===== config.mk =====
export PLATFORM = sky130hd
export DESIGN_NAME = pci_arbiter_n
export DESIGN_NICKNAME = d
export VERILOG_FILES = /design/src/rtl/pci_arbiter_n.sv
export SDC_FILE = /design/constraint.sdc
export NUM_CORES = 1
export LEC_CHECK = 0
export ABC_AREA = 1
export BUFFER_PORTS_ARGS = -buffer_cell sky130_fd_sc_hd__buf_2
export CORE_AREA = 2 2 53 55
export CTS_BUF_LIST = sky130_fd_sc_hd__clkbuf_8
export DETAILED_ROUTE_END_ITERATION = 10
export DIE_AREA = 0 0 55 57
export PLACE_DENSITY = 0.73
export SYNTH_ARGS = -nofsm -noshare
export SYNTH_HDL_FRONTEND = slang
export SYNTH_SLANG_ARGS = --single-unit

===== constraint.sdc =====
create_clock -name clk -period 2.5 [get_ports clk]
set_clock_uncertainty 0.15 [all_clocks]
set_input_delay 0.5 -clock clk [delete_from_list [all_inputs] [get_ports clk]]
set_output_delay 0.5 -clock clk [all_outputs]
set_load 0.005 [all_outputs]

===== src/rtl/pci_arbiter_n.sv =====
// ---------------------------------------------------------------------------
// pci_arbiter_n
//
// Central PCI bus arbiter for NUM_MASTERS masters. It issues a registered,
// active-low grant to one requester at a time and supports hidden
// arbitration: a grant may be moved to another master while the current
// transaction is still finishing on the bus. A granted master that does not
// start FRAME# within TIMEOUT idle-bus cycles loses the grant.
//
// Each grant change passes through a one-cycle SWITCH state with all grants
// released. This guarantees that two masters never see overlapping grants.
//
// Parameters
//   NUM_MASTERS  number of bus masters (2..16), master NUM_MASTERS-1 has the
//                highest fixed priority
//   TIMEOUT      idle-bus cycles a granted master has to start FRAME# (2..255)
//
// Ports
//   clk        in   clock, all logic on the rising edge
//   rst        in   asynchronous active-high reset
//   req_n      in   per-master request, active-low (bit i = master i)
//   frame_n    in   PCI FRAME#, active-low
//   irdy_n     in   PCI IRDY#, active-low
//   gnt_n      out  per-master grant, active-low, registered, at most one low
//   owner      out  index of the granted master, holds its value when idle
//   owner_vld  out  high while a grant is asserted
//   timeout    out  one-cycle pulse when a grant is revoked for timeout
//
// Build option
//   PCI_ARB_ROUND_ROBIN_EN  when defined, the winner is the first requester
//                           found searching upward (with wrap) from the
//                           master after the round-robin pointer. The pointer
//                           follows the owner when it starts a transaction or
//                           times out. When undefined, fixed priority is used
//                           and no pointer exists.
// ---------------------------------------------------------------------------
module pci_arbiter_n #(
    parameter int NUM_MASTERS = 5,
    parameter int TIMEOUT     = 16
) (
    input  logic                           clk,
    input  logic                           rst,
    input  logic [NUM_MASTERS-1:0]         req_n,
    input  logic                           frame_n,
    input  logic                           irdy_n,
    output logic [NUM_MASTERS-1:0]         gnt_n,
    output logic [$clog2(NUM_MASTERS)-1:0] owner,
    output logic                           owner_vld,
    output logic                           timeout
);

    localparam int OW = $clog2(NUM_MASTERS);
    localparam int CW = 8;

    // The revoke happens on the edge at which the idle count would reach
    // TIMEOUT, so the grant is visible for exactly TIMEOUT idle cycles.
    localparam logic [CW-1:0] CNT_LAST = CW'(TIMEOUT - 1);

    localparam logic [1:0] ST_IDLE   = 2'd0;
    localparam logic [1:0] ST_GNT    = 2'd1;
    localparam logic [1:0] ST_BUSY   = 2'd2;
    localparam logic [1:0] ST_SWITCH = 2'd3;

    // -----------------------------------------------------------------------
    // State
    // -----------------------------------------------------------------------
    logic [1:0]             state_q,     state_d;
    logic [NUM_MASTERS-1:0] gnt_n_q,     gnt_n_d;
    logic [OW-1:0]          owner_q,     owner_d;
    logic                   owner_vld_q, owner_vld_d;
    logic                   timeout_q,   timeout_d;
    logic [CW-1:0]          cnt_q,       cnt_d;
`ifdef PCI_ARB_ROUND_ROBIN_EN
    logic [OW-1:0]          ptr_q,       ptr_d;
`endif

    // -----------------------------------------------------------------------
    // Bus and request decode
    // -----------------------------------------------------------------------
    logic bus_idle;
    logic owner_req_low;   // current grantee still requesting
    logic other_req_low;   // someone other than the grantee is requesting

    assign bus_idle = frame_n & irdy_n;

    // While a grant is active, ~gnt_n_q is the one-hot owner mask, so the
    // owner and non-owner requests fall out of plain masking.
    assign owner_req_low = |(~req_n & ~gnt_n_q);
    assign other_req_low = |(~req_n &  gnt_n_q);

    // -----------------------------------------------------------------------
    // Winner selection, from req_n as sampled on the granting edge
    // -----------------------------------------------------------------------
    logic [OW-1:0] win_idx;
    logic          win_vld;

`ifdef PCI_ARB_ROUND_ROBIN_EN
    int rr_idx;

    always_comb begin
        win_idx = '0;
        win_vld = 1'b0;
        rr_idx  = 0;
        // Search starts one past the pointer and wraps, so the master that
        // last held the bus is considered last.
        for (int k = 1; k <= NUM_MASTERS; k++) begin
            rr_idx = (int'(ptr_q) + k) % NUM_MASTERS;
            if (!win_vld && !req_n[rr_idx]) begin
                win_vld = 1'b1;
                win_idx = OW'(rr_idx);
            end
        end
    end
`else
    always_comb begin
        win_idx = '0;
        win_vld = 1'b0;
        // Ascending scan where later hits overwrite earlier ones: the
        // highest-index requester wins.
        for (int i = 0; i < NUM_MASTERS; i++) begin
            if (!req_n[i]) begin
                win_vld = 1'b1;
                win_idx = OW'(i);
            end
        end
    end
`endif

    // Active-low one-hot grant vector for the selected winner.
    logic [NUM_MASTERS-1:0] win_gnt_n;

    genvar gi;
    generate
        for (gi = 0; gi < NUM_MASTERS; gi++) begin : g_win_dec
            assign win_gnt_n[gi] = (win_idx != OW'(gi));
        end
    endgenerate

    // -----------------------------------------------------------------------
    // Next-state logic
    // -----------------------------------------------------------------------
    always_comb begin
        state_d     = state_q;
        gnt_n_d     = gnt_n_q;
        owner_d     = owner_q;
        owner_vld_d = owner_vld_q;
        timeout_d   = 1'b0;
        cnt_d       = cnt_q;
`ifdef PCI_ARB_ROUND_ROBIN_EN
        ptr_d       = ptr_q;
`endif

        case (state_q)
            // IDLE and SWITCH behave alike on exit: grant a pending
            // requester, otherwise rest in IDLE with all grants released.
            // SWITCH is only ever entered for a single cycle.
            ST_IDLE, ST_SWITCH: begin
                gnt_n_d     = '1;
                owner_vld_d = 1'b0;
                state_d     = ST_IDLE;
                if (win_vld) begin
                    state_d     = ST_GNT;
                    gnt_n_d     = win_gnt_n;
                    owner_d     = win_idx;
                    owner_vld_d = 1'b1;
                    cnt_d       = '0;
                end
            end

            ST_GNT: begin
                if (!frame_n) begin
                    // FRAME# seen while granted: treat as our transaction.
                    state_d = ST_BUSY;
`ifdef PCI_ARB_ROUND_ROBIN_EN
                    ptr_d   = owner_q;
`endif
                end else if (!owner_req_low) begin
                    state_d     = ST_SWITCH;
                    gnt_n_d     = '1;
                    owner_vld_d = 1'b0;
                    cnt_d       = '0;
                end else if (bus_idle) begin
                    // Counter only advances on idle-bus cycles, so a master
                    // granted during another master's last data phase is not
                    // penalised for the bus being occupied.
                    if (cnt_q == CNT_LAST) begin
                        state_d     = ST_SWITCH;
                        gnt_n_d     = '1;
                        owner_vld_d = 1'b0;
                        timeout_d   = 1'b1;
                        cnt_d       = '0;
`ifdef PCI_ARB_ROUND_ROBIN_EN
                        ptr_d       = owner_q;
`endif
                    end else begin
                        cnt_d = cnt_q + 1'b1;
                    end
                end
            end

            ST_BUSY: begin
                // Hidden arbitration: release as soon as another master asks,
                // the running transaction completes without a grant.
                if (other_req_low || (!owner_req_low && bus_idle)) begin
                    state_d     = ST_SWITCH;
                    gnt_n_d     = '1;
                    owner_vld_d = 1'b0;
                    cnt_d       = '0;
                end
            end

            default: begin
                state_d     = ST_IDLE;
                gnt_n_d     = '1;
                owner_vld_d = 1'b0;
                cnt_d       = '0;
            end
        endcase
    end

    // -----------------------------------------------------------------------
    // Registers. Reset is asynchronous so grants drop the moment rst rises,
    // even in the middle of a transaction.
    // -----------------------------------------------------------------------
    always_ff @(posedge clk or posedge rst) begin
        if (rst) begin
            state_q     <= ST_IDLE;
            gnt_n_q     <= '1;
            owner_q     <= '0;
            owner_vld_q <= 1'b0;
            timeout_q   <= 1'b0;
            cnt_q       <= '0;
        end else begin
            state_q     <= state_d;
            gnt_n_q     <= gnt_n_d;
            owner_q     <= owner_d;
            owner_vld_q <= owner_vld_d;
            timeout_q   <= timeout_d;
            cnt_q       <= cnt_d;
        end
    end

`ifdef PCI_ARB_ROUND_ROBIN_EN
    // Pointer starts at the top master so the first search begins at 0.
    always_ff @(posedge clk or posedge rst) begin
        if (rst) begin
            ptr_q <= OW'(NUM_MASTERS - 1);
        end else begin
            ptr_q <= ptr_d;
        end
    end
`endif

    // -----------------------------------------------------------------------
    // Outputs
    // -----------------------------------------------------------------------
    assign gnt_n     = gnt_n_q;
    assign owner     = owner_q;
    assign owner_vld = owner_vld_q;
    assign timeout   = timeout_q;

endmodule

### Yosys cells after proc, flatten, opt, wreduce, memory -nomap -nowiden

Index checks and enable logic that the tools add are counted.

| cells by class | value |
|---|---|
| reductions and logical operators | 12 |
| bitwise operators | 5 |
| mux-type cells | 42 |
| add/subtract/negate cells | 1 |
| equal/unequal tests | 15 |

Operators by type and width:

| kind | number |
|---|---|
| 8-bit 2-to-1 mux | 6 |
| 5-bit 2-to-1 mux | 6 |
| 8-bit one-hot mux with 3 select lines | 1 |
| 1-bit 2-to-1 mux | 18 |
| 5-bit one-hot mux with 3 select lines | 1 |
| 5-bit AND | 2 |
| 2-bit 2-to-1 mux | 5 |
| 5-bit NOT | 2 |
| 5-bit OR reduction | 2 |
| 3-bit 2-to-1 mux | 3 |
| 3-bit != test, second input constant | 3 |
| 8-bit by 1-bit adder with 8-bit output, second input constant | 1 |
| 8-bit by 4-bit == test with 1-bit output, second input constant | 1 |
| 4-bit != test, second input constant | 2 |
| 4-bit AND reduction | 2 |
| 2-bit != test, second input constant | 3 |
| 3-bit by 2-bit != test with 1-bit output, second input constant | 2 |
| 2-bit one-hot mux with 3 select lines | 1 |
| 2-bit == test, second input constant | 2 |
| 3-bit by 1-bit != test with 1-bit output, second input constant | 1 |
| 1-bit one-hot mux with 3 select lines | 1 |
| 3-bit AND reduction | 1 |
| 3-bit nonzero test | 1 |
| 2-bit by 1-bit == test with 1-bit output, second input constant | 1 |
| 7 further kinds | 7 |

| storage, ports and cells | value |
|---|---|
| flip-flop bits (word level) | 20 |
| output and inout bits | 10 |
| input port bits | 9 |
| word-level logic and storage cells | 81 |

### Logic depth before layout (Yosys ltp)

Gate-level depths: netlist of run 1.

| logic depth | value |
|---|---|
| depth after elaboration | 8 |
| gate-level depth with buffers | 11 |
| gate-level depth less buffers | 11 |

### Least setup slack after synthesis of run 1

OpenSTA, ideal clock, no wires.

| path | value |
|---|---|
| path kind | flip-flop to flip-flop |
| start | register gnt_n_q[0], in the netlist gnt_n[0] |
| end | register cnt_q[1] |
| slack | 893 ps |
| clock period less this slack | 1607 ps |
| stages on the path, launching flop included | 9 |
| setup time | 120 ps |
| buffers on the path | 1 |
| data arrival time | 1337 ps |
| data required time | 2230 ps |
| cell sequence | dfstp_2 nor2_1 nor2_4 nand4_2 nand2_2 nand2_4 buf_6 o21ai_1 nand2_1 |

| on the way | value |
|---|---|
| cells in the longest elaborated chain, start to end | 8 |
| elaborated cells between the ends (all ways) | 14 |
| classes of those cells | 2 x eq/ne; 3 x mux; 3 x bitwise; 6 x reduce/logical |

RTL lines:

| item | line | source |
|---|---|---|
| start: declaration | 68 | `logic [NUM_MASTERS-1:0] gnt_n_q, gnt_n_d;` |
| start signal: assignment | 235 | `gnt_n_q <= gnt_n_d;` |
| 5-bit NOT | 88 | `assign owner_req_low = \|(~req_n & ~gnt_n_q);` |
| 5-bit AND | 88 |  |
| 5-bit OR reduction | 88 |  |
| 1-bit zero test | 204 | `if (other_req_low \|\| (!owner_req_low && bus_idle)) begin` |
| 1-bit logical AND | 204 |  |
| 1-bit logical OR | 204 |  |
| 2-bit != test (no line) | - |  |
| 4-bit AND reduction (no line) | - |  |
| end signal: assignment | 239 | `cnt_q <= cnt_d;` |
| end: declaration | 72 | `logic [CW-1:0] cnt_q, cnt_d;` |

Parallel ways exist; a longest one is shown, timed or not. The select of a mux whose other input is x is not followed.
A chain may end at the register's enable or synchronous reset.

### Worst setup path after layout of run 1

| path | value |
|---|---|
| start | register cnt_q[0] |
| end | register gnt_n_q[2], in the netlist gnt_n[2] |

| on the way | value |
|---|---|
| cells in the longest elaborated chain, start to end | 3 |

RTL lines:

| item | line | source |
|---|---|---|
| 8-bit by 4-bit == test with 1-bit output | 186 | `if (cnt_q == CNT_LAST) begin` |
| 3-bit != test (no line) | - |  |
| 4-bit AND reduction (no line) | - |  |

Every way passes these cells.

==> summary.txt, run 1 <==
Run status
  • Status: complete, no violations

Yosys
  • Post-synthesis sequential area ratio: 37.8%
  • Yosys warnings: 0
  • Mapped Cells: 184
  • FF+latch count, synth: 20
  • Synthesized area per cell: 7.29 um^2
  • Area of the mapped netlist: 0.00134 mm^2
  • Synth unique cells: 23
  • Post-synthesis net count: 196

Finish
  • Number of fill cells: 244
  • Most frequent cells in the layout: 67 x nand2_1, 26 x inv_1, 18 x buf_2
  • Commonest non-fill, non-tap cell in the layout: nand2_1
  • Post-route cell area: 0.00150 mm^2
  • Synthesis-to-finish area growth: 12.1%
  • Layout cell share with drive strength beyond 1: 21.0%
  • NumNets Final: 218
  • N_diodes: 0
  • Non-filler cells, final: 236

STA
  • Hold violation count in the final report: 0
  • Max Freq: 564 MHz
  • Total negative slack: 0 ns
  • Min Tclk post-route: 1.77 ns
  • Worst hold slack: 0.217 ns
  • Slew @ Worst Pin: 0.773 ns
  • Final setup vio count: 0
  • Final period util: 70.9%
  • Final Max Slew Viols: 0
  • Rel. slew slack: 48.4%
  • Unrepaired setup endpoints after global routing: no

Critical path
  • Cell family with most CP delay: simple AND/OR/NAND/NOR gates
  • CP required: 2.55 ns
  • Startpoint types: flip-flop
  • Crit path buffers/inverters: 0
  • CP Class: reg2reg
  • Critical path arrival: 1.83 ns
  • CP max-delay cell: dfrtp_1
  • Cell Chain, Critical Path: ha_1 > nand2_2 > nor2_4 > nand3_2 > nand3_4 > nand2_4 > nor2_4 > nand2_1 > nand2_1
  • Crit Path Max Fanout: 9
  • CP max stage delay: 0.40 ns
  • Crit end category: flip-flop

Route
  • DR DRC count: 0
  • Pre-antenna DRT Iters: 4
  • Initial DRC count: 60
  • Total number of vias: 1,241
  • Wire per inst: 12.2 um
  • Vias per inst: 5.26
  • Post-DRT Antenna Nets: 0
  • Post-Route WL: 2870 um

Clocking
  • Clock Latency Late Sink: 0.26 ns
  • Post-CTS Hold Fix Bufs: 0
  • CTS tree: built
  • Post-CTS Setup Repair Bufs: 0
  • Max clock buf depth: 2
  • Clk root buf: clkbuf_8
  • Worst-path clk slew: 0.08 ns
  • Cts bufs inserted: 3
  • H-tree depth: 1
  • Post-CTS sizing: 0
  • Clock sinks: 20

Power and ir drop
  • Peak VDD IR: 0.000712 V
  • Seq pwr share: 32.5%
  • Comb power frac: 54.0%
  • Leakage: 0.810 nW
  • Switching portion of total power: 46.4%
  • Clk network pwr share: 13.4%
  • PwrDens: 1080 mW/mm^2
  • Psw: 0.000751 W
  • Int Power: 0.000869 W

Placement
  • Placed cell count: 232
  • Port-buffer cells: 18
  • Cell Area, Placed: 0.00146 mm^2
  • Post-DP HPWL: 2190 um
  • Routability cong.: 0.842

Floorplan
  • Core box area: 0.00262 mm^2
  • Die Height: 57 um
  • Die Area: 0.00314 mm^2
  • Die Width: 55 um
  • Initial Util: 51.3%
  • Io pins: 19
  • Cell row count: 19

Job
  • Max Cap Viol: 0

GRT
  • Gr ovfl total: 0
  • Global-route wire length before repair: 4680 um
  • Vias in the first global route: 1,102
  • All-Layer GR Usage: 20.3%
  • Antenna violations before repair: 0
  • Largest net degree at the start of global routing: 21

Worst hold path
  • Worst min path class: in2async
## metrics by stage
step,worst slack (ns),utilization (%),power (W)
after floorplan,0.893,-,0.00118
after global placement,0.747,55.8,0.00138
after detailed placement,0.703,55.8,0.00140
after CTS,0.735,57.5,0.00163
after global routing,0.569,57.5,0.00175
final,0.728,57.5,0.00162
## power groups by stage
stage,Combinational (W),Clock [W],Sequential [W]
floorplan,0.000657,0,0.000525
global placement,0.000848,0,0.000527
detailed placement,0.000874,0,0.000530
CTS,0.000876,0.000223,0.000526
global route,0.000978,0.000233,0.000542
finish,0.000875,0.000218,0.000527
## cell families (layout without fill, tap and decap cells)
group / Yosys count / count (layout) / share of synthesized area [%]
and+or+nand+nor: 112 / 112 / 42.9
buffers and inverters: 27 / 48 / 8.12
AOI/OAI and AO/OA: 22 / 22 / 8.40
DFF: 20 / 20 / 37.8
adders and majority gates: 3 / 3 / 2.80
## cell usage after synthesis
master | instances | area share (%)
dfstp_2 | 5 | 9.8
o21bai_1 | 1 | 0.56
nor2_4 | 4 | 3.4
ha_1 | 3 | 2.8
nand3_4 | 3 | 3.9
nand3_1 | 3 | 1.1
nor2_1 | 16 | 4.5
nand4_2 | 1 | 0.93
nor2_8 | 1 | 1.5
nor2_2 | 1 | 0.47
nand2_2 | 2 | 0.93
a21oi_1 | 4 | 1.5
o21ai_0 | 7 | 2.6
nand2_1 | 67 | 19
nor3_1 | 5 | 1.9
dfrtp_1 | 15 | 28
buf_6 | 1 | 0.84
inv_1 | 25 | 7.0
nand2_4 | 3 | 2.5
nand3_2 | 1 | 0.75
inv_2 | 1 | 0.28
o21ai_1 | 10 | 3.7
nand4_1 | 5 | 2.3
## layer usage
metal	track usage, %	routed length [um]	vias up
met1	28.3	1290	570
met4	7.32	52	0
met5	0	0	-
met2	32.1	1380	46
met3	2.36	146	5
li1	-	-	620
## path summary, 6_finish.rpt
path / start / endpoint / slack [ns] / cells past startpoint
setup / recovery: cnt_q[0] / gnt_n[2] / 0.73 / 9
hold / removal: rst / cnt_q[0] / 0.22 / 2
setup reg to reg: cnt_q[0] / gnt_n[2] / 0.73 / 9
hold reg to reg: owner[1] / owner[1] / 0.32 / 2
max in group asynchronous: rst / owner[1] / 1.50 / 2
min in group clk: owner[1] / owner[1] / 0.32 / 2
## state kept, by name, indices dropped and copies added (netlist names)
name	flops
cnt_q	8
timeout	1
state_q	2
gnt_n	5
owner	3
owner_vld	1
## final cells by class
| type | instances | area, um^2 | area share (%) |
|---|---|---|---|
| repair buffers | 18 | 90.1 | 5.99 |
| clock buffers | 3 | 41.3 | 2.75 |
| well taps | 31 | 38.8 | 2.58 |
| inverters | 26 | 97.6 | 6.49 |
| flip-flops and latches | 20 | 507 | 33.7 |
| multi-input cells | 137 | 726 | 48.3 |
| clock inverters | 1 | 3.75 | 0.250 |
Note: power is estimated with default switching activity, not from simulation.
==> run 2, diff against run 1 <==
--- a/config.mk
+++ b/config.mk
@@ -7,11 +7,11 @@
 export LEC_CHECK = 0
 export ABC_AREA = 1
 export BUFFER_PORTS_ARGS = -buffer_cell sky130_fd_sc_hd__buf_2
-export CORE_AREA = 2 2 53 55
+export CORE_AREA = 2 2 54 56
 export CTS_BUF_LIST = sky130_fd_sc_hd__clkbuf_8
 export DETAILED_ROUTE_END_ITERATION = 10
-export DIE_AREA = 0 0 55 57
-export PLACE_DENSITY = 0.73
+export DIE_AREA = 0 0 56 58
+export PLACE_DENSITY = 0.74
 export SYNTH_ARGS = -nofsm -noshare
 export SYNTH_HDL_FRONTEND = slang
 export SYNTH_SLANG_ARGS = --single-unit
==> constraint.sdc (replaced) <==
create_clock -name clk -period 1.5 [get_ports clk]
set_clock_uncertainty 0.15 [all_clocks]
set_input_delay 0.3 -clock clk [delete_from_list [all_inputs] [get_ports clk]]
set_output_delay 0.3 -clock clk [all_outputs]
set_load 0.005 [all_outputs]
==> run 2 against run 1 <==
Net effect: the flow now finishes with violations (negative setup slack); largest power group unchanged; wire length rose by 19%; die area increased by 3.6%; total power up 110%; global-route usage up 1.9 points; design area up 22%; non-clock buffer count is 25 higher; combinational power up 130%; hold slack worse by 0.021 ns; final cell count up 11%; flip-flop and latch count did not move; utilization rose by 11 points.
==> summary.txt, run 2 (synthesis gave the netlist of run 1 again) <==
GRT
  • Gr ovfl total: 0 (unchanged)
  • Met1 Resource Use GR: 29.1% (was 28.3%)
  • Antenna violations before repair: 0 (unchanged)
  • Vias in the first global route: 1,253 (was 1,102)
  • Busiest layer in global routing: met2 (unchanged)
  • Largest net degree at the start of global routing: 21 (unchanged)
  • M3 GR Usage: 4.24% (was 2.36%)
  • GRT met2 Usage: 36.3% (was 32.1%)
  • Global-route wire length before repair: 5590 um (was 4680 um)
  • All-Layer GR Usage: 22.2% (was 20.3%)

STA
  • Slew @ Worst Pin: 0.274 ns (was 0.773 ns)
  • Unrepaired setup endpoints after global routing: yes (was no)
  • Hold violation count in the final report: 0 (unchanged)
  • Final setup vio count: 17 (was 0)
  • Final period util: 112% (was 70.9%)
  • Max Freq: 596 MHz (was 564 MHz)
  • Final WS setup: -0.179 ns (was 0.728 ns)
  • Rel. slew slack: 81.7% (was 48.4%)
  • Final Max Slew Viols: 0 (unchanged)
  • Min Tclk post-route: 1.68 ns (was 1.77 ns)

Placement
  • Routability cong.: 0.904 (was 0.842)
  • Cell Area, Placed: 0.00163 mm^2 (was 0.00146 mm^2)
  • Pre-CTS setup slack: -0.177 ns (was 0.703 ns)
  • Port-buffer cells: 18 (unchanged)
  • Post-DP HPWL: 2350 um (was 2190 um)
  • Placed cell count: 252 (was 232)

Floorplan
  • Io pins: 19 (unchanged)
  • Initial Util: 50.4% (was 51.3%)
  • Die Width: 56 um (was 55 um)
  • Die Height: 58 um (was 57 um)
  • Core box area: 0.00266 mm^2 (was 0.00262 mm^2)
  • Cell row count: 19 (unchanged)
  • Die Area: 0.00325 mm^2 (was 0.00314 mm^2)

Finish
  • Most frequent cells in the layout: 61 x nand2_1, 25 x inv_1, 22 x buf_4 (was 67 x nand2_1, 26 x inv_1, 18 x buf_2)
  • Util after Layout: 68.8% (was 57.5%)
  • Layout cell share with drive strength beyond 1: 36.4% (was 21.0%)
  • Number of fill cells: 207 (was 244)
  • Commonest non-fill, non-tap cell in the layout: nand2_1 (unchanged)
  • Non-filler cells, final: 262 (was 236)
  • Largest register by flop count: cnt_q (unchanged)
  • Number of flip-flops in the largest register: 8 (unchanged)
  • Area of the multi-input gates: 821 um^2 (was 726 um^2)
  • N_diodes: 0 (unchanged)
  • Register area: 507 um^2 (unchanged)
  • NumNets Final: 244 (was 218)
  • Synthesis-to-finish area growth: 36.6% (was 12.1%)
  • Post-route cell area: 0.00183 mm^2 (was 0.00150 mm^2)

Clocking
  • Cts bufs inserted: 3 (unchanged)
  • Max clock buf depth: 2 (unchanged)
  • Clk root buf: clkbuf_8 (unchanged)
  • Worst-path clk slew: 0.08 ns (about the same)
  • Clock sinks: 20 (unchanged)
  • CTS tree: built (unchanged)
  • H-tree depth: 1 (unchanged)
  • Clock Latency Late Sink: 0.26 ns (about the same)

Critical path
  • Crit end category: flip-flop (unchanged)
  • Critical path arrival: 1.73 ns (was 1.83 ns)
  • Startpoint types: flip-flop (unchanged)
  • CP max-delay cell: dfstp_2 (was dfrtp_1)
  • CP Class: reg2reg (unchanged)
  • CP max stage delay: 0.57 ns (was 0.40 ns)
  • Crit path buffers/inverters: 0 (unchanged)
  • Crit Path Max Fanout: 7 (was 9)
  • Cell Chain, Critical Path: nor2_2 > nor2_4 > nand3_4 > nand3_4 > nand2_4 > nor2_4 > nand2_1 > nand2_1 (was ha_1 > nand2_2 > nor2_4 > nand3_2 > nand3_4 > nand2_4 > nor2_4 > nand2_1 > nand2_1)
  • R2R Setup Slk: -0.18 ns (was 0.73 ns)
  • Cell family with most CP delay: simple AND/OR/NAND/NOR gates (unchanged)
  • CP required: 1.56 ns (was 2.55 ns)

Route
  • Initial DRC count: 38 (was 60)
  • DR DRC count: 0 (unchanged)
  • Post-DRT Antenna Nets: 0 (unchanged)
  • Vias per inst: 5.16 (was 5.26)
  • Post-Route WL: 3430 um (was 2870 um)
  • Total number of vias: 1,353 (was 1,241)
  • Pre-antenna DRT Iters: 4 (unchanged)
  • Wire per inst: 13.1 um (was 12.2 um)

Run status
  • Failing checks: negative setup slack
  • Status: complete, but fails checks (was complete, no violations)

Power and ir drop
  • Peak VDD IR: 0.00182 V (was 0.000712 V)
  • PwrDens: 1860 mW/mm^2 (was 1080 mW/mm^2)
  • Leakage: 0.957 nW (was 0.810 nW)

Job
  • Max Cap Viol: 0 (unchanged)

Worst hold path
  • Worst min path class: in2reg (was in2async)
-- run 2: cell types whose count changed in the layout (fill, tap and decap cells not counted), sizes merged --
| cell | before | now |
|---|---|---|
| nand2 | 72 | 73 |
| dlygate4sd3 | 0 | 1 |
| inv | 27 | 26 |
| buf | 18 | 42 |
| bufinv | 0 | 1 |
-- run 2: final timing paths --
check                              start        to  depth (start not counted)
worst min register to register  owner[1]  owner[1]                          2
worst max-delay path            gnt_n[0]  gnt_n[4]                          8
worst max register to register  gnt_n[0]  gnt_n[4]                          8
worst min-delay path            req_n[4]  owner[0]                          3
min in group asynchronous            rst  owner[0]                          4
max in group asynchronous            rst  gnt_n[4]                          4
-- run 2: final cells by class --
type                            count  area share, %
Clock inverter                      1           1.64
Sequential cell                    20           27.7
Multi-Input combinational cell    138           44.8
Inverter                           26           5.33
Timing Repair Buffer               43           16.2
Tap cell                           31           2.12
Clock buffer                        3           2.25
-- run 2: report_power, final --
part / total [W] / switching [W] / leakage [nW] / internal [W]
clock network: 0.000547 / 0.000191 / 0.0357 / 0.000356
registers: 0.000879 / 0.000122 / 0.251 / 0.000757
logic: 0.00198 / 0.00113 / 0.671 / 0.000851
-- run 2: metrics by stage --
stage	hold WS, ns	TNS (ns)	power (W)
floorplan	0.110	-1.05	0.00197
global placement	0.187	-0.953	0.00248
detailed placement	0.208	-2.13	0.00255
CTS	0.197	-2.39	0.00319
global route	0.225	-3.68	0.00367
finish	0.196	-2.55	0.00341
-- run 2: routing by layer --
metal | vias to the layer above | share of wire, % | wire length [um]
met5 | - | 0 | 0
met3 | 8 | 3.6 | 122
met1 | 632 | 45 | 1550
met4 | 0 | 1.8 | 61
li1 | 678 | - | -
met2 | 35 | 49 | 1690
-- run 2: timing repair --
item,CTS,global route
resized for setup,10,10
setup endpoints to repair,16,21
gates cloned,1,0
hold buffers,1,0
hold endpoints to repair,15,0
buffers inserted,0,4
pin swaps,10,10
-- run 2: tightest hold or removal path: stages --
cell     delay [ns]
buf_2          0.12
nand2_1        0.08
o21ai_0        0.07
==> run 3, diff against run 2 <==
--- a/config.mk
+++ b/config.mk
@@ -11,7 +11,7 @@
 export CTS_BUF_LIST = sky130_fd_sc_hd__clkbuf_8
 export DETAILED_ROUTE_END_ITERATION = 10
 export DIE_AREA = 0 0 56 58
-export PLACE_DENSITY = 0.74
+export PLACE_DENSITY = 0.75
 export SYNTH_ARGS = -nofsm -noshare
 export SYNTH_HDL_FRONTEND = slang
 export SYNTH_SLANG_ARGS = --single-unit
==> run 3 against run 2 <==
Net effect: the flow still finishes with violations (negative setup slack); largest power group unchanged; maximum frequency down 0.24%; sequential share of layout area is 0.15 points higher; die area unchanged; sequential power about the same; utilization decreased by 0.38 points; global-route usage grew 0.26 points; non-clock buffer count down 1; flip-flop and latch count is the same; total power is 5.7% lower.
==> summary.txt, run 3 (synthesis gave the netlist of run 1 again) <==
Clocking
  • Clock Latency Late Sink: 0.26 ns (about the same)
  • Worst-path clk slew: 0.08 ns (about the same)
  • Max clock buf depth: 2 (unchanged)
  • Cts bufs inserted: 3 (unchanged)
  • Clock sinks: 20 (unchanged)
  • H-tree depth: 1 (unchanged)
  • Clk root buf: clkbuf_8 (unchanged)
  • CTS tree: built (unchanged)

Critical path
  • Worst Reg-to-Reg Cells: 8 (unchanged)
  • Crit end category: flip-flop (unchanged)
  • R2R Path Start: gnt_n[0] (unchanged)
  • R2R Setup Slk: -0.18 ns (about the same)
  • R2r endpoint: cnt_q[5] (was gnt_n[4])
  • CP Class: reg2reg (unchanged)
  • CP required: 1.55 ns (was 1.56 ns)
  • Startpoint types: flip-flop (unchanged)
  • Crit Path Max Fanout: 9 (was 7)
  • Critical path arrival: 1.74 ns (was 1.73 ns)

Power and ir drop
  • Comb power frac: 61.2% (was 58.2%)
  • Switching portion of total power: 44.5% (was 42.3%)
  • Seq pwr share: 27.2% (was 25.8%)
  • Peak VDD IR: 0.00154 V (was 0.00182 V)
  • Psw: 0.00143 W (was 0.00144 W)
  • Leakage: 0.960 nW (was 0.957 nW)
  • PwrDens: 1760 mW/mm^2 (was 1860 mW/mm^2)
  • Clk network pwr share: 11.6% (was 16.1%)
  • Int Power: 0.00178 W (was 0.00197 W)

GRT
  • GRT met2 Usage: 37.0% (was 36.3%)
  • Largest net degree at the start of global routing: 21 (unchanged)
  • Met1 Resource Use GR: 29.6% (was 29.1%)
  • Gr ovfl total: 0 (unchanged)
  • M3 GR Usage: 4.46% (was 4.24%)
  • Antenna violations before repair: 0 (unchanged)
  • Vias in the first global route: 1,301 (was 1,253)
  • Busiest layer in global routing: met2 (unchanged)
  • Global-route wire length before repair: 5750 um (was 5590 um)
  • All-Layer GR Usage: 22.4% (was 22.2%)

Route
  • Post-DRT Antenna Nets: 0 (unchanged)
  • Initial DRC count: 56 (was 38)
  • Wire per inst: 13.3 um (was 13.1 um)
  • Pre-antenna DRT Iters: 5 (was 4)
  • DR DRC count: 0 (unchanged)
  • Post-Route WL: 3460 um (was 3430 um)
  • Vias per inst: 5.21 (was 5.16)
  • Total number of vias: 1,361 (was 1,353)

Finish
  • Synthesis-to-finish area growth: 35.8% (was 36.6%)
  • Commonest non-fill, non-tap cell in the layout: nand2_1 (unchanged)
  • Layout cell share with drive strength beyond 1: 35.2% (was 36.4%)
  • Area of the multi-input gates: 831 um^2 (was 821 um^2)
  • NumNets Final: 243 (was 244)
  • Register area: 507 um^2 (unchanged)
  • Number of fill cells: 208 (was 207)
  • Largest register by flop count: cnt_q (unchanged)
  • N_diodes: 0 (unchanged)
  • Most frequent cells in the layout: 62 x nand2_1, 25 x inv_1, 19 x buf_4 (was 61 x nand2_1, 25 x inv_1, 22 x buf_4)
  • Number of flip-flops in the largest register: 8 (unchanged)

STA
  • Unrepaired setup endpoints after global routing: yes (unchanged)
  • Final WS setup: -0.183 ns (was -0.179 ns)
  • Slew @ Worst Pin: 0.290 ns (was 0.274 ns)
  • Total negative slack: -2.63 ns (was -2.55 ns)
  • Final period util: 112% (about the same)
  • Final Max Slew Viols: 0 (unchanged)
  • Max Freq: 594 MHz (was 596 MHz)
  • Final setup vio count: 17 (unchanged)
  • Hold violation count in the final report: 0 (unchanged)
  • Rel. slew slack: 80.6% (was 81.7%)
  • Min Tclk post-route: 1.68 ns (about the same)
  • Worst hold slack: 0.198 ns (was 0.196 ns)

Worst hold path
  • Hold Crit Depth: 3 (unchanged)
  • Hold Path Origin: req_n[4] (unchanged)
  • Hold Path Sink: owner[0] (unchanged)
  • Worst min path class: in2reg (unchanged)

Job
  • Max Cap Viol: 0 (unchanged)

Floorplan
  • Cell row count: 19 (unchanged)
  • Die Width: 56 um (unchanged)
  • Core box area: 0.00266 mm^2 (unchanged)
  • Io pins: 19 (unchanged)
  • Die Area: 0.00325 mm^2 (unchanged)
  • Die Height: 58 um (unchanged)
  • Initial Util: 50.4% (unchanged)

Placement
  • Port-buffer cells: 18 (unchanged)
  • Post-DP HPWL: 2430 um (was 2350 um)
  • Routability cong.: 0.948 (was 0.904)

Run status
  • Status: complete, but fails checks (unchanged)
  • Failing checks: negative setup slack (unchanged)
==> run 3: changes by cell type in the layout (fill, tap and decap cells not counted), sizes merged <==
cell	change
buf	-1
bufinv	-1
inv	+1
==> run 3: how the worst max path moves through the flow <==
stage              from  slack (ns)       end  depth (start not counted)
2_1_floorplan  gnt_n[2]       -0.11  cnt_q[1]                          8
3_3_place_gp   gnt_n[1]       -0.09  cnt_q[5]                          8
3_5_place_dp   gnt_n[2]       -0.16  cnt_q[4]                          8
4_1_cts        gnt_n[0]       -0.16  cnt_q[2]                          8
5_1_grt        gnt_n[0]       -0.27  cnt_q[3]                          8
6_report       gnt_n[0]       -0.18  cnt_q[5]                          8
==> run 3: final cells by class <==
cell class	count	share of cell area, %
inverter	26	5.36
tap	31	2.13
clock buffer	3	2.27
multi-input combinational	138	45.6
sequential	20	27.8
timing repair buffer	42	16.6
clock inverter	1	0.206
==> run 3: critical path: stages (launching register included) <==
cell and delay, ns:
dfstp_2 0.56, nor2_2 0.05, nor2_4 0.17, nand3_4 0.14, nand3_4 0.13, nand2_8 0.10, nor2_8 0.18, nand2_1 0.07
nand2_1 0.06
==> run 3: metrics by stage <==
stage	total power (W)	instance area [um^2]	worst slack, ns	utilization [%]	instances
after floorplan	0.00197	1350	-0.106	-	184
after global placement	0.00247	1600	-0.0855	60.2	249
after detailed placement	0.00254	1600	-0.160	60.2	249
after CTS	0.00304	1730	-0.159	65.1	257
after global routing	0.00348	1820	-0.268	68.4	261
final	0.00321	1820	-0.183	68.4	261
==> run 3: repair_timing <==
| action | 4_1_cts | 5_1_grt |
|---|---|---|
| endpoints found under the setup margin | 17 | 22 |
| hold buffers | 1 | 0 |
| pin swaps | 16 | 6 |
| gates cloned | 1 | 0 |
| endpoints found under the hold margin | 15 | 0 |
| resized for setup | 11 | 13 |
| buffers inserted | 2 | 4 |
==> run 3: power by group through the flow <==
stage / Combinational [W] / Sequential, W / Clock, W
6_report: 0.00197 / 0.000876 / 0.000372
4_1_cts: 0.00181 / 0.000865 / 0.000365
5_1_grt: 0.00220 / 0.000891 / 0.000382
3_5_place_dp: 0.00167 / 0.000872 / 0
3_3_place_gp: 0.00161 / 0.000860 / 0
2_1_floorplan: 0.00109 / 0.000880 / 0
==> run 3: layer usage <==
layer  wire length [um]  share of wire, %
met1               1490                43
met3                169               4.9
met5                  0                 0
met4                104               3.0
met2               1700                49
